$ cat config.mk
export PLATFORM = sky130hd
export DESIGN_NAME = dram_cmd_fsm_flat
export DESIGN_NICKNAME = d
export VERILOG_FILES = /design/src/rtl/dram_cmd_fsm_if.sv /design/src/rtl/dram_cmd_fsm.sv /design/src/flat_wrapper.sv
export SDC_FILE = /design/constraint.sdc
export NUM_CORES = 1
export LEC_CHECK = 0
export BUFFER_PORTS_ARGS = -buffer_cell sky130_fd_sc_hd__buf_2
export CAP_MARGIN = 20
export CELL_PAD_IN_SITES_DETAIL_PLACEMENT = 0
export CELL_PAD_IN_SITES_GLOBAL_PLACEMENT = 1
export CORE_ASPECT_RATIO = 1.5
export CORE_MARGIN = 4
export CORE_UTILIZATION = 37
export DETAILED_ROUTE_END_ITERATION = 8
export PLACE_DENSITY_LB_ADDON = 0.25
export SYNTH_ARGS = -nofsm -noshare
export SYNTH_HDL_FRONTEND = slang
export SYNTH_SLANG_ARGS = --single-unit
$ cat constraint.sdc
create_clock -name CLK -period 2.1 [get_ports CLK]
set_input_delay 0.105 -clock CLK [delete_from_list [all_inputs] [get_ports CLK]]
set_output_delay 0.105 -clock CLK [all_outputs]
set_load 0.02 [all_outputs]
$ cat src/rtl/dram_cmd_fsm_if.sv
// dram_cmd_fsm_if: request, timing-strobe and command bundle between a DRAM command sequencer and its environment
interface dram_cmd_fsm_if #(parameter int ROW_W = 16, parameter int BANK_W = 4);
  logic              init_done;
  logic              req_valid;
  logic              req_write;
  logic [BANK_W-1:0] req_bank;
  logic [ROW_W-1:0]  req_row;
  logic              req_ready;
  logic              req_done;
  logic              tACT_done;
  logic              tRD_done;
  logic              tWR_done;
  logic              tPRE_done;
  logic              tREF_done;
  logic              rf_req;
  logic              cmd_valid;
  logic [2:0]        cmd_code;
  logic [BANK_W-1:0] cmd_bank;
  logic [ROW_W-1:0]  cmd_row;
  logic              row_open;
  modport master (
    output init_done, req_valid, req_write, req_bank, req_row,
    output tACT_done, tRD_done, tWR_done, tPRE_done, tREF_done, rf_req,
    input  req_ready, req_done, cmd_valid, cmd_code, cmd_bank, cmd_row, row_open
  );
  modport slave (
    input  init_done, req_valid, req_write, req_bank, req_row,
    input  tACT_done, tRD_done, tWR_done, tPRE_done, tREF_done, rf_req,
    output req_ready, req_done, cmd_valid, cmd_code, cmd_bank, cmd_row, row_open
  );
endinterface

$ cat src/rtl/dram_cmd_fsm.sv
// dram_cmd_fsm: open-page DRAM command sequencer; define CLOSED_PAGE_EN to precharge after every access
module dram_cmd_fsm #(
  parameter int ROW_W  = 16,
  parameter int BANK_W = 4
) (
  input logic          CLK,
  input logic          RST,
  dram_cmd_fsm_if.slave bus
);
  typedef enum logic [3:0] {
    INIT, READY, ACT_ISSUE, ACT_WAIT, RD_ISSUE, WR_ISSUE, RW_WAIT,
    PRE_ISSUE, PRE_WAIT, REF_ISSUE, REF_WAIT
  } state_t;
  typedef enum logic [1:0] {P_ACC, P_REF, P_CLOSE} path_t;
  state_t                   state_q, state_d;
  path_t                    path_q, path_d;
  logic [BANK_W-1:0]        bank_q, bank_d;
  logic [ROW_W-1:0]         row_q, row_d;
  logic [BANK_W+ROW_W-1:0]  tag_q, tag_d;
  logic                     wr_q, wr_d;
  logic                     open_q, open_d;
  logic                     done_q, done_d;
  logic [2:0]               cmd_code_q, cmd_code_d;
  logic [BANK_W-1:0]        cmd_bank_q, cmd_bank_d;
  logic [ROW_W-1:0]         cmd_row_q, cmd_row_d;
  logic                     hit;
  assign hit = open_q && tag_q == {bus.req_bank, bus.req_row};
  always_comb begin
    state_d = state_q;
    path_d  = path_q;
    bank_d  = bank_q;
    row_d   = row_q;
    wr_d    = wr_q;
    tag_d   = tag_q;
    open_d  = open_q;
    done_d  = 1'b0;
    case (state_q)
      INIT:      state_d = bus.init_done ? READY : INIT;
      READY: begin
        if (bus.rf_req) begin
          path_d  = P_REF;
          state_d = open_q ? PRE_ISSUE : REF_ISSUE;
        end else if (bus.req_valid) begin
          bank_d  = bus.req_bank;
          row_d   = bus.req_row;
          wr_d    = bus.req_write;
          path_d  = P_ACC;
          state_d = !open_q ? ACT_ISSUE : hit ? (bus.req_write ? WR_ISSUE : RD_ISSUE) : PRE_ISSUE;
        end
      end
      ACT_ISSUE: state_d = ACT_WAIT;
      ACT_WAIT: begin
        if (bus.tACT_done) begin
          tag_d   = {bank_q, row_q};
          open_d  = 1'b1;
          state_d = wr_q ? WR_ISSUE : RD_ISSUE;
        end
      end
      RD_ISSUE:  state_d = RW_WAIT;
      WR_ISSUE:  state_d = RW_WAIT;
      RW_WAIT: begin
        if (wr_q ? bus.tWR_done : bus.tRD_done) begin
          done_d  = 1'b1;
`ifdef CLOSED_PAGE_EN
          path_d  = P_CLOSE;
          state_d = PRE_ISSUE;
`else
          state_d = READY;
`endif
        end
      end
      PRE_ISSUE: state_d = PRE_WAIT;
      PRE_WAIT: begin
        if (bus.tPRE_done) begin
          open_d  = 1'b0;
          state_d = path_q == P_REF ? REF_ISSUE : path_q == P_ACC ? ACT_ISSUE : READY;
        end
      end
      REF_ISSUE: state_d = REF_WAIT;
      REF_WAIT:  state_d = bus.tREF_done ? READY : REF_WAIT;
      default:   state_d = INIT;
    endcase
    // command fields are registered on entry to each issue state; PRE closes the currently open bank
    cmd_code_d = state_d == ACT_ISSUE ? 3'd1 : state_d == RD_ISSUE ? 3'd2 : state_d == WR_ISSUE ? 3'd3 :
                 state_d == PRE_ISSUE ? 3'd4 : state_d == REF_ISSUE ? 3'd5 : 3'd0;
    cmd_bank_d = state_d == PRE_ISSUE ? tag_q[ROW_W +: BANK_W] :
                 state_d inside {ACT_ISSUE, RD_ISSUE, WR_ISSUE} ? bank_d : '0;
    cmd_row_d  = state_d == ACT_ISSUE ? row_d : '0;
  end
  always_ff @(posedge CLK) begin
    if (RST) begin
      state_q    <= INIT;
      path_q     <= P_ACC;
      bank_q     <= '0;
      row_q      <= '0;
      wr_q       <= 1'b0;
      tag_q      <= '0;
      open_q     <= 1'b0;
      done_q     <= 1'b0;
      cmd_code_q <= 3'd0;
      cmd_bank_q <= '0;
      cmd_row_q  <= '0;
    end else begin
      state_q    <= state_d;
      path_q     <= path_d;
      bank_q     <= bank_d;
      row_q      <= row_d;
      wr_q       <= wr_d;
      tag_q      <= tag_d;
      open_q     <= open_d;
      done_q     <= done_d;
      cmd_code_q <= cmd_code_d;
      cmd_bank_q <= cmd_bank_d;
      cmd_row_q  <= cmd_row_d;
    end
  end
  assign bus.req_ready = state_q == READY && !bus.rf_req;
  assign bus.req_done  = done_q;
  assign bus.cmd_valid = |cmd_code_q;
  assign bus.cmd_code  = cmd_code_q;
  assign bus.cmd_bank  = cmd_bank_q;
  assign bus.cmd_row   = cmd_row_q;
  assign bus.row_open  = open_q;
endmodule

$ cat src/flat_wrapper.sv
// flat-port wrapper written by rule: the top's interface ports become plain ports
module dram_cmd_fsm_flat 
#(
  parameter int ROW_W  = 16,
  parameter int BANK_W = 4
)
  (CLK, RST, bus_init_done, bus_req_valid, bus_req_write, bus_req_bank, bus_req_row, bus_tACT_done, bus_tRD_done, bus_tWR_done, bus_tPRE_done, bus_tREF_done, bus_rf_req, bus_req_ready, bus_req_done, bus_cmd_valid, bus_cmd_code, bus_cmd_bank, bus_cmd_row, bus_row_open);
  dram_cmd_fsm_if #(.ROW_W(ROW_W), .BANK_W(BANK_W)) bus_i ();
  input logic CLK;
  input logic RST;
  input wire logic [$bits(bus_i.init_done)-1:0] bus_init_done;
  input wire logic [$bits(bus_i.req_valid)-1:0] bus_req_valid;
  input wire logic [$bits(bus_i.req_write)-1:0] bus_req_write;
  input wire logic [$bits(bus_i.req_bank)-1:0] bus_req_bank;
  input wire logic [$bits(bus_i.req_row)-1:0] bus_req_row;
  input wire logic [$bits(bus_i.tACT_done)-1:0] bus_tACT_done;
  input wire logic [$bits(bus_i.tRD_done)-1:0] bus_tRD_done;
  input wire logic [$bits(bus_i.tWR_done)-1:0] bus_tWR_done;
  input wire logic [$bits(bus_i.tPRE_done)-1:0] bus_tPRE_done;
  input wire logic [$bits(bus_i.tREF_done)-1:0] bus_tREF_done;
  input wire logic [$bits(bus_i.rf_req)-1:0] bus_rf_req;
  output wire logic [$bits(bus_i.req_ready)-1:0] bus_req_ready;
  output wire logic [$bits(bus_i.req_done)-1:0] bus_req_done;
  output wire logic [$bits(bus_i.cmd_valid)-1:0] bus_cmd_valid;
  output wire logic [$bits(bus_i.cmd_code)-1:0] bus_cmd_code;
  output wire logic [$bits(bus_i.cmd_bank)-1:0] bus_cmd_bank;
  output wire logic [$bits(bus_i.cmd_row)-1:0] bus_cmd_row;
  output wire logic [$bits(bus_i.row_open)-1:0] bus_row_open;
  assign bus_i.init_done = bus_init_done;
  assign bus_i.req_valid = bus_req_valid;
  assign bus_i.req_write = bus_req_write;
  assign bus_i.req_bank = bus_req_bank;
  assign bus_i.req_row = bus_req_row;
  assign bus_i.tACT_done = bus_tACT_done;
  assign bus_i.tRD_done = bus_tRD_done;
  assign bus_i.tWR_done = bus_tWR_done;
  assign bus_i.tPRE_done = bus_tPRE_done;
  assign bus_i.tREF_done = bus_tREF_done;
  assign bus_i.rf_req = bus_rf_req;
  assign bus_req_ready = bus_i.req_ready;
  assign bus_req_done = bus_i.req_done;
  assign bus_cmd_valid = bus_i.cmd_valid;
  assign bus_cmd_code = bus_i.cmd_code;
  assign bus_cmd_bank = bus_i.cmd_bank;
  assign bus_cmd_row = bus_i.cmd_row;
  assign bus_row_open = bus_i.row_open;
  dram_cmd_fsm #(.ROW_W(ROW_W), .BANK_W(BANK_W)) u_core (.CLK(CLK), .RST(RST), .bus(bus_i));
endmodule
**After elaboration in Yosys (flattened, before gate mapping)**

Cells that the tools add are included.

- Bitwise operators: 3
- Reductions and logical operators: 18
- Equality and inequality tests: 19
- Multiplexer cells: 35

Operator list:

| operator | number |
|---|---|
| $mux W4 | 15 |
| $mux W16 | 3 |
| $pmux W4 S10 | 1 |
| $eq A4 B3 Y1 const B | 7 |
| $eq A20 B20 Y1 | 1 |
| $eq A4 B4 Y1 const B | 4 |
| $eq A4 B2 Y1 const B | 3 |
| $mux W2 | 5 |
| $mux W1 | 8 |
| $reduce_or A2 Y1 | 4 |
| $mux W3 | 2 |
| $reduce_and A3 Y1 | 2 |
| $eq A4 B1 Y1 const B | 1 |
| $logic_not A4 Y1 | 1 |
| $ne A2 B2 Y1 const B | 2 |
| $reduce_and A2 Y1 | 2 |
| $reduce_bool A2 Y1 | 2 |
| $reduce_or A4 Y1 | 1 |
| $not A1 Y1 | 3 |
| $reduce_bool A3 Y1 | 1 |
| $reduce_or A3 Y1 | 1 |
| $eq A2 B1 Y1 const B | 1 |
| $logic_and A1 B1 Y1 | 2 |
| $logic_not A2 Y1 | 1 |
| other kinds (2) | 2 |

- Word-level logic and storage cells: 88
- Bits of input ports: 31
- Output and inout bits: 27
- Register bits: 72

**Longest topological paths before layout**

Gate-level depths: netlist of run 1.

- Word-level depth: 13
- Depth in mapped cells: 8
- Gate-level depth less buffers: 7

**Worst setup path after synthesis of run 1**

No wires, ideal clock.

- Path kind: reg2reg
- Start point: register u_core.open_q, in the netlist u_core.bus.row_open
- End point: register u_core.cmd_bank_q[2], in the netlist u_core.bus.cmd_bank[2]
- Data required time: 1.983 ns
- Arrival time: 1.900 ns
- Buffers on the path: 0
- Library setup time: 0.117 ns
- Stages on the path, launching flop included: 8
- Slack: 0.083 ns
- Clock period less this slack: 2.017 ns
- Cells stage by stage: dfxtp_1 > or4b_1 > a211oi_1 > a221oi_1 > and2_4 > o2111ai_4 > o21ai_2 > a22o_1

- Cells in the longest elaborated chain, start to end: 10
- Elaborated cells between the ends (all ways): 14
- Those cells by class: eq/ne: 4; mux: 8; reduce/logical: 2

Ends and longest elaborated chain:

| what | line | text |
|---|---|---|
| from (decl) | dram_cmd_fsm.sv:21 | `logic open_q, open_d;` |
| from (signal assigned) | dram_cmd_fsm.sv:110 | `open_q <= open_d;` |
| $logic_and A1 B1 Y1 | dram_cmd_fsm.sv:27 | `assign hit = open_q && tag_q == {bus.req_bank, bus.req_row};` |
| $mux W4 (2 in series) | dram_cmd_fsm.sv:48 | `state_d = !open_q ? ACT_ISSUE : hit ? (bus.req_write ? WR_ISSUE : RD_ISSUE) : PRE_ISSUE;` |
| $mux W4 | dram_cmd_fsm.sv:43 | `end else if (bus.req_valid) begin` |
| $mux W4 * | dram_cmd_fsm.sv:40 | `if (bus.rf_req) begin` |
| $pmux W4 S10 * | dram_cmd_fsm.sv:37 | `case (state_q)` |
| $eq A4 B2 Y1 or $eq A4 B3 Y1 (tied branches) | dram_cmd_fsm.sv:87 | `state_d inside {ACT_ISSUE, RD_ISSUE, WR_ISSUE} ? bank_d : '0;` |
| $reduce_bool A3 Y1 | dram_cmd_fsm.sv:87 |  |
| $mux W4 | dram_cmd_fsm.sv:87 |  |
| $mux W4 * | dram_cmd_fsm.sv:86 | `cmd_bank_d = state_d == PRE_ISSUE ? tag_q[ROW_W +: BANK_W] :` |
| to (signal assigned) | dram_cmd_fsm.sv:113 | `cmd_bank_q <= cmd_bank_d;` |
| to (decl) | dram_cmd_fsm.sv:24 | `logic [BANK_W-1:0] cmd_bank_q, cmd_bank_d;` |

Every way passes the cells marked *; elsewhere a longest branch is shown, timed or not.
A chain may end at the register's enable or synchronous reset.

**Final worst setup path of run 1**

- Start point: register u_core.tag_q[17]
- End point: register u_core.cmd_code_q[0], in the netlist u_core.bus.cmd_code[0]

- Cells in the longest elaborated chain, start to end: 13
- Elaborated cells between the ends (all ways): 17
- Those cells by class: eq/ne: 6; mux: 10; reduce/logical: 1

Ends and longest elaborated chain:

| what | line | text |
|---|---|---|
| from (decl) | dram_cmd_fsm.sv:19 | `logic [BANK_W+ROW_W-1:0] tag_q, tag_d;` |
| from (signal assigned) | dram_cmd_fsm.sv:109 | `tag_q <= tag_d;` |
| $eq A20 B20 Y1 * | dram_cmd_fsm.sv:27 |  |
| $logic_and A1 B1 Y1 * | dram_cmd_fsm.sv:27 |  |
| $mux W4 * (2 in series) | dram_cmd_fsm.sv:48 |  |
| $mux W4 * | dram_cmd_fsm.sv:43 |  |
| $mux W4 * | dram_cmd_fsm.sv:40 |  |
| $pmux W4 S10 * | dram_cmd_fsm.sv:37 |  |
| $eq A4 B4 Y1 | dram_cmd_fsm.sv:85 | `state_d == PRE_ISSUE ? 3'd4 : state_d == REF_ISSUE ? 3'd5 : 3'd0;` |
| $mux W3 (2 in series) | dram_cmd_fsm.sv:85 |  |
| $mux W2 (2 in series) | dram_cmd_fsm.sv:84 | `cmd_code_d = state_d == ACT_ISSUE ? 3'd1 : state_d == RD_ISSUE ? 3'd2 : state_d == WR_ISSUE ? 3'd3 :` |
| $mux W1 * | dram_cmd_fsm.sv:84 |  |
| to (signal assigned) | dram_cmd_fsm.sv:112 | `cmd_code_q <= cmd_code_d;` |
| to (decl) | dram_cmd_fsm.sv:23 | `logic [2:0] cmd_code_q, cmd_code_d;` |

Marked as above.

==> out/metrics.yaml, run 1 <==
status:
  outcome: "finished clean"
grt:
  grt_remaining_overflow: 0
  grt.met1_usage: 0.1796
  busiest_layer: "met2"
  grt_pass1_wl_um: 11610
  gr-usage-met2: 0.2931
  antenna_found_initial: 0
  grt_use_total: 0.1656
  grt_pass1_vias: 2387
  use_met3: 0.02986
  grt_max_degree: 48
setup_path:
  cp.arrival_ns: 2.33
  path_cells: "xor2_1, nor4_2, nand4_1, o21ba_4, or2_4, or3_1, a21oi_2"
  cpPeakStageDelay_ns: 0.32
  path_class: "reg2reg"
  cp_max_fo: 5
  cp_data_required_time_ns: 2.35
  crit_path_end_kind: "flop"
  start_kind: "flop"
  cpMaxStageDelayCell: "dfxtp_1"
floorplanning:
  die_area_um2: 9441
  die_h_um: 117.0
  core_um2: 7661
  start_util: 0.3827
  pin_count: 58
  die_w_um: 80.68
  std_cell_rows: 39
clock_network:
  cts_buffers: 9
  clock-root-buffer: "clkbuf_16"
  tritoncts: "done"
  clk_path_buf_depth: 2
  cts.sinks: 71
  clk_pin_slew_ns: 0.05
  clock_latency_ns: 0.33
  htreeDepth: 3
power:
  p_per_area_nw_per_um2: 949.4
  p_leak_nw: 1.713
  vdd_ir_drop_max_uv: 505.4
  finalPower_mw: 3.659
finish:
  final_common_cell: "dfxtp_1"
  area_growth_pct: 31.46
  drive_gt1_frac: 0.3487
  nNetsFinal: 419
  final_area_um2: 3854
  n_antenna_cell: 0
  final_cell_mix: "dfxtp_1 (64), buf_2 (57), nand2_1 (43)"
synthesis:
  async_reset_ff_frac: 0
  avgSynthCellArea_um2: 9.426
  synth-seq-area-share: 0.4848
  yosysWarnings: 0
  synth_cells: 311
  syn_area_um2: 2932
  synthTopCellsByArea: "dfxtp_1 (48%), mux2i_1 (7.5%), xor2_1 (5.7%)"
  yosysTopAreaCell: "dfxtp_1"
  syn_nets: 342
  synth_edf_count: 0
  synthFlopType: "dfxtp_1"
  yosysUniqueCellTypes: 51
  yosysTopAreaCellShare: 0.4848
  synth-seq-cells: 71
route:
  drc: 0
  detailroute.via_count: 2447
  drt_iter0_markers: 97
  ant_nets: 0
  wirelength_um: 7481
  dr.pass1.iters: 4
  wl_per_cell_um: 15.21
  post_drt_via_cell_ratio: 4.974
timing:
  drv_slew: 0
  relSlewSlack: 0.6924
  hold_ws_ns: 0.04033
  fin_ws_ns: 0.02054
  rsz0062_at_grt: "yes"
  hold_violations: 0
  setup_tns_ns: 0
  worst_pin_slew_ns: 0.4614
  period_share: 0.9902
  skew_ns: 0.006893
  period_needed_ns: 2.079
  fmax_mhz: 480.9
  setup_viol: 0
place:
  gp_congestion: 0.8900
  placed_area_um2: 3460
  hpwl_um: 5374
  post-place-ws_ns: -0.1282
  port-buffer-count: 57
run:
  cap_violations: 0
worst_hold_path:
  hold_path.class: "in2reg"
logic make-up after synthesis:
logic type,share of synthesized area
xor gates and xnor gates,0.05975
muxes,0.07512
AOI/OAI and AO/OA,0.1195
buffers and inverters,0.03158
and+or+nand+nor,0.2292
DFF,0.4848
report_power, final:
group	total [mW]	leakage (nW)	internal, mW	switching [mW]
Clock	1.37	0.136	0.872	0.503
Sequential	1.46	0.576	1.41	0.0480
Combinational	0.829	1.00	0.368	0.461
worst max-delay path: cells and delay by family (launching register included):
| kind | cells | cell delay, ns |
|---|---|---|
| DFF | 1 | 0.32 |
| AOI/OAI and AO/OA | 2 | 0.43 |
| xor gates and xnor gates | 1 | 0.18 |
| and+or+nand+nor | 4 | 1.06 |
per-layer routing:
metal | part of all wire | wire, um
met1 | 0.40 | 2968
met3 | 0.041 | 307
met4 | 0.036 | 270
met5 | 0 | 0
met2 | 0.53 | 3936
path summary, 6_finish.rpt:
check | from | to | slack (ns) | cells past startpoint
max | u_core.tag_q[17] | u_core.bus.cmd_code[0] | 0.02 | 7
max reg2reg | u_core.tag_q[17] | u_core.bus.cmd_code[0] | 0.02 | 7
min | bus_req_write | u_core.wr_q | 0.04 | 3
min reg2reg | u_core.row_q[15] | u_core.tag_q[15] | 0.44 | 2
area by class of cell:
cell class	count	area, um2
inverters	4	15.01
multi-input cells	219	1514
clock buffers	12	266.5
fillers	755	3807
flip-flops and latches	71	1430
clock inverters	1	5.005
repair buffers	83	495.5
well taps	102	127.6
metrics by stage:
stage,std cells,util
global placement,477,0.4516
finish,492,0.5030
global route,492,0.5030
detailed placement,477,0.4516
floorplan,311,-
CTS,491,0.4931
synthesized netlist by cell type (all sizes together), types with 2 or more instances:
cell and instances:
o2111ai 2, or4b 2, nor4 4, nor2b 4, nor2 31, a21oi 28
mux2i 22, nand2 44, xor2 19, nand4b 2, nor3b 2, dfxtp 71
clkbuf 8, o21ai 5, nor3 18, a22o 4, and2 3, buf 9
a211oi 3, nand4 2, nand2b 6, or3 2, inv 4
state kept, by name (all words and copies together) (netlist names):
signal	cells
u_core.bus.row_open	1
u_core.bus.cmd_code	3
u_core.bank_q	4
u_core.path_q	1
u_core.bus.cmd_row	16
u_core.bus.req_done	1
u_core.state_q	4
u_core.row_q	16
u_core.tag_q	20
u_core.bus.cmd_bank	4
u_core.wr_q	1
what timing repair did:
action | 4_1_cts | 5_1_grt
endpoints found under the setup margin | 6 | 21
endpoints found under the hold margin | 1 | 0
buffers inserted | 0 | 1
pin swaps | 6 | 15
resized for setup | 10 | 16
hold buffers | 1 | 0
No activity file was read; power rests on OpenSTA's default activity.
==> inputs of run 2 (changes only) <==
--- a/config.mk
+++ b/config.mk
@@ -10,8 +10,8 @@
 export CELL_PAD_IN_SITES_DETAIL_PLACEMENT = 0
 export CELL_PAD_IN_SITES_GLOBAL_PLACEMENT = 1
 export CORE_ASPECT_RATIO = 1.5
-export CORE_MARGIN = 4
-export CORE_UTILIZATION = 37
+export CORE_MARGIN = 2
+export CORE_UTILIZATION = 25
 export DETAILED_ROUTE_END_ITERATION = 8
 export PLACE_DENSITY_LB_ADDON = 0.25
 export SYNTH_ARGS = -nofsm -noshare
==> out/metrics.yaml, run 2 (synthesis gave the netlist of run 1 again) <==
finish:
  largest_register: "u_core.tag_q"  # unchanged
  largest_reg_flops: 20  # unchanged
  final_area_um2: 3842  # was 3854 um2
  fin_util: 0.3350  # was 0.5030
  final_cell_mix: "dfxtp_1 (71), buf_2 (57), nand2_1 (43)"  # was dfxtp_1 (64), buf_2 (57), nand2_1 (43)
  n_antenna_cell: 0  # unchanged
  nNetsFinal: 418  # was 419
  multi_input_area_um2: 1479  # was 1514 um2
  drive_gt1_frac: 0.3223  # was 0.3487
  n_fill_cell: 1217  # was 755
  area_growth_pct: 31.07  # was 31.46%
  final_common_cell: "dfxtp_1"  # unchanged
  ff_latch_area_um2: 1421  # was 1430 um2
clock_network:
  clock_latency_ns: 0.33  # about the same
  cts.sinks: 71  # unchanged
  htreeDepth: 3  # unchanged
  cts_buffers: 9  # unchanged
  clock-root-buffer: "clkbuf_16"  # unchanged
  clk_pin_slew_ns: 0.06  # was 0.05 ns
  clk_path_buf_depth: 2  # unchanged
  tritoncts: "done"  # unchanged
timing:
  worst_pin_slew_ns: 0.4312  # was 0.4614 ns
  setup_tns_ns: 0  # unchanged
  hold_violations: 0  # unchanged
  setup_viol: 0  # unchanged
  hold_ws_ns: 0.03584  # was 0.04033 ns
  drv_slew: 0  # unchanged
  period_needed_ns: 2.073  # was 2.079 ns
  relSlewSlack: 0.7126  # was 0.6924
  fmax_mhz: 482.3  # was 480.9 MHz
  period_share: 0.9874  # was 0.9902
  skew_ns: 0.006761  # was 0.006893 ns
  rsz0062_at_grt: "yes"  # unchanged
setup_path:
  cp.arrival_ns: 2.29  # was 2.33 ns
  cpLargestDelayFamily: "simple AND/OR/NAND/NOR gates"  # unchanged
  path_buf_inv: 1  # was 0
  regToRegSetupSlack_ns: 0.03  # was 0.02 ns
  start_kind: "flop"  # unchanged
  cpMaxStageDelayCell: "nor4_1"  # was dfxtp_1
  path_class: "reg2reg"  # unchanged
  cpPeakStageDelay_ns: 0.33  # was 0.32 ns
  cp_data_required_time_ns: 2.31  # was 2.35 ns
  crit_path_end_kind: "flop"  # unchanged
  cp_max_fo: 4  # was 5
  path_cells: "xor2_1, nor4_1, buf_4, nand4b_1, o21ai_1, and2_1, and3b_2, a22o_1"  # was xor2_1, nor4_2, nand4_1, o21ba_4, or2_4, or3_1, a21oi_2
power:
  p_leak_nw: 1.685  # was 1.713 nW
  p_per_area_nw_per_um2: 941.8  # was 949.4 nW/um2
  p_seq_frac: 0.396  # was 0.398
  p_sw_frac: 0.2885  # was 0.2764
  clkPwrFrac: 0.376  # about the same
  p_comb_frac: 0.227  # was 0.226
  finalPower_mw: 3.619  # was 3.659 mW
  power.switching_mw: 1.044  # was 1.011 mW
  vdd_ir_drop_max_uv: 420.5  # was 505.4 uV
  p_int_mw: 2.575  # was 2.648 mW
route:
  detailroute.via_count: 2419  # was 2,447
  dr.pass1.iters: 4  # unchanged
  wl_per_cell_um: 14.65  # was 15.21 um
  drc: 0  # unchanged
  post_drt_via_cell_ratio: 4.471  # was 4.974
  wirelength_um: 7923  # was 7481 um
  ant_nets: 0  # unchanged
  drt_iter0_markers: 69  # was 97
grt:
  grt_remaining_overflow: 0  # unchanged
  grt_max_degree: 29  # was 48
  use_met3: 0.03084  # was 0.02986
  gr-usage-met2: 0.2344  # was 0.2931
  busiest_layer: "met2"  # unchanged
  grt_pass1_vias: 2390  # was 2,387
  grt_pass1_wl_um: 12360  # was 11,610 um
  grt.met1_usage: 0.1410  # was 0.1796
  grt_use_total: 0.1301  # was 0.1656
  antenna_found_initial: 0  # unchanged
floorplanning:
  die_w_um: 92.42  # was 80.68 um
  die_h_um: 136.6  # was 117.0 um
  std_cell_rows: 48  # was 39
  die_area_um2: 12630  # was 9441 um2
  start_util: 0.2556  # was 0.3827
  pin_count: 58  # unchanged
  core_um2: 11470  # was 7661 um2
place:
  gp_congestion: 0.8333  # was 0.8900
  hpwl_um: 5686  # was 5374 um
  port-buffer-count: 57  # unchanged
  placed_area_um2: 3515  # was 3460 um2
status:
  outcome: "finished clean"  # unchanged
worst_hold_path:
  hold_path.class: "in2reg"  # unchanged
run:
  cap_violations: 0  # unchanged
## run 2: final timing paths
kind / from / endpoint / depth (start not counted)
max reg2reg: u_core.tag_q[11] / u_core.bus.cmd_bank[1] / 8
min reg2reg: u_core.row_q[7] / u_core.tag_q[7] / 2
max: u_core.tag_q[11] / u_core.bus.cmd_bank[1] / 8
min: bus_req_write / u_core.wr_q / 3
## run 2: through the flow
| stage | setup slack (ns) | instances |
|---|---|---|
| final | 0.02654 | 541 |
| after global routing | -0.05099 | 541 |
| after CTS | 0.001562 | 541 |
| after detailed placement | -0.09128 | 526 |
| after global placement | -0.1505 | 526 |
| after floorplan | 0.08349 | 311 |
## run 2: tightest hold or removal path, cell delays in order
cell and delay, ns:
buf_2 0.09, mux2i_1 0.06, nor2_1 0.07
## run 2: area by class of cell
class / count / share of cell area
Sequential cell: 71 / 0.3699
Clock inverter: 3 / 0.005210
Timing Repair Buffer: 82 / 0.1231
Multi-Input combinational cell: 219 / 0.3849
Tap cell: 150 / 0.04884
Clock buffer: 12 / 0.06415
Inverter: 4 / 0.003908
## run 2: power by group through the flow
| stage | logic, mW | clock network, mW | registers, mW |
|---|---|---|---|
| 6_report | 0.823 | 1.36 | 1.43 |
| 5_1_grt | 0.893 | 1.47 | 1.44 |
| 4_1_cts | 0.808 | 1.41 | 1.43 |
| 3_5_place_dp | 0.792 | 0 | 1.46 |
| 3_3_place_gp | 0.793 | 0 | 1.46 |
| 2_1_floorplan | 0.472 | 0 | 1.48 |
## run 2: per-layer routing
metal	routed length, um	share of wire	vias up
met5	0	0	-
met4	189	0.024	0
met3	289	0.036	9
met2	4226	0.53	48
met1	3218	0.41	1143
li1	-	-	1219
## run 2: timing repair
item | CTS | global route
pin swaps | 4 | 3
hold buffers | 0 | 0
setup buffers | 0 | 0
gates resized for setup | 5 | 9
setup endpoints to repair | 9 | 21
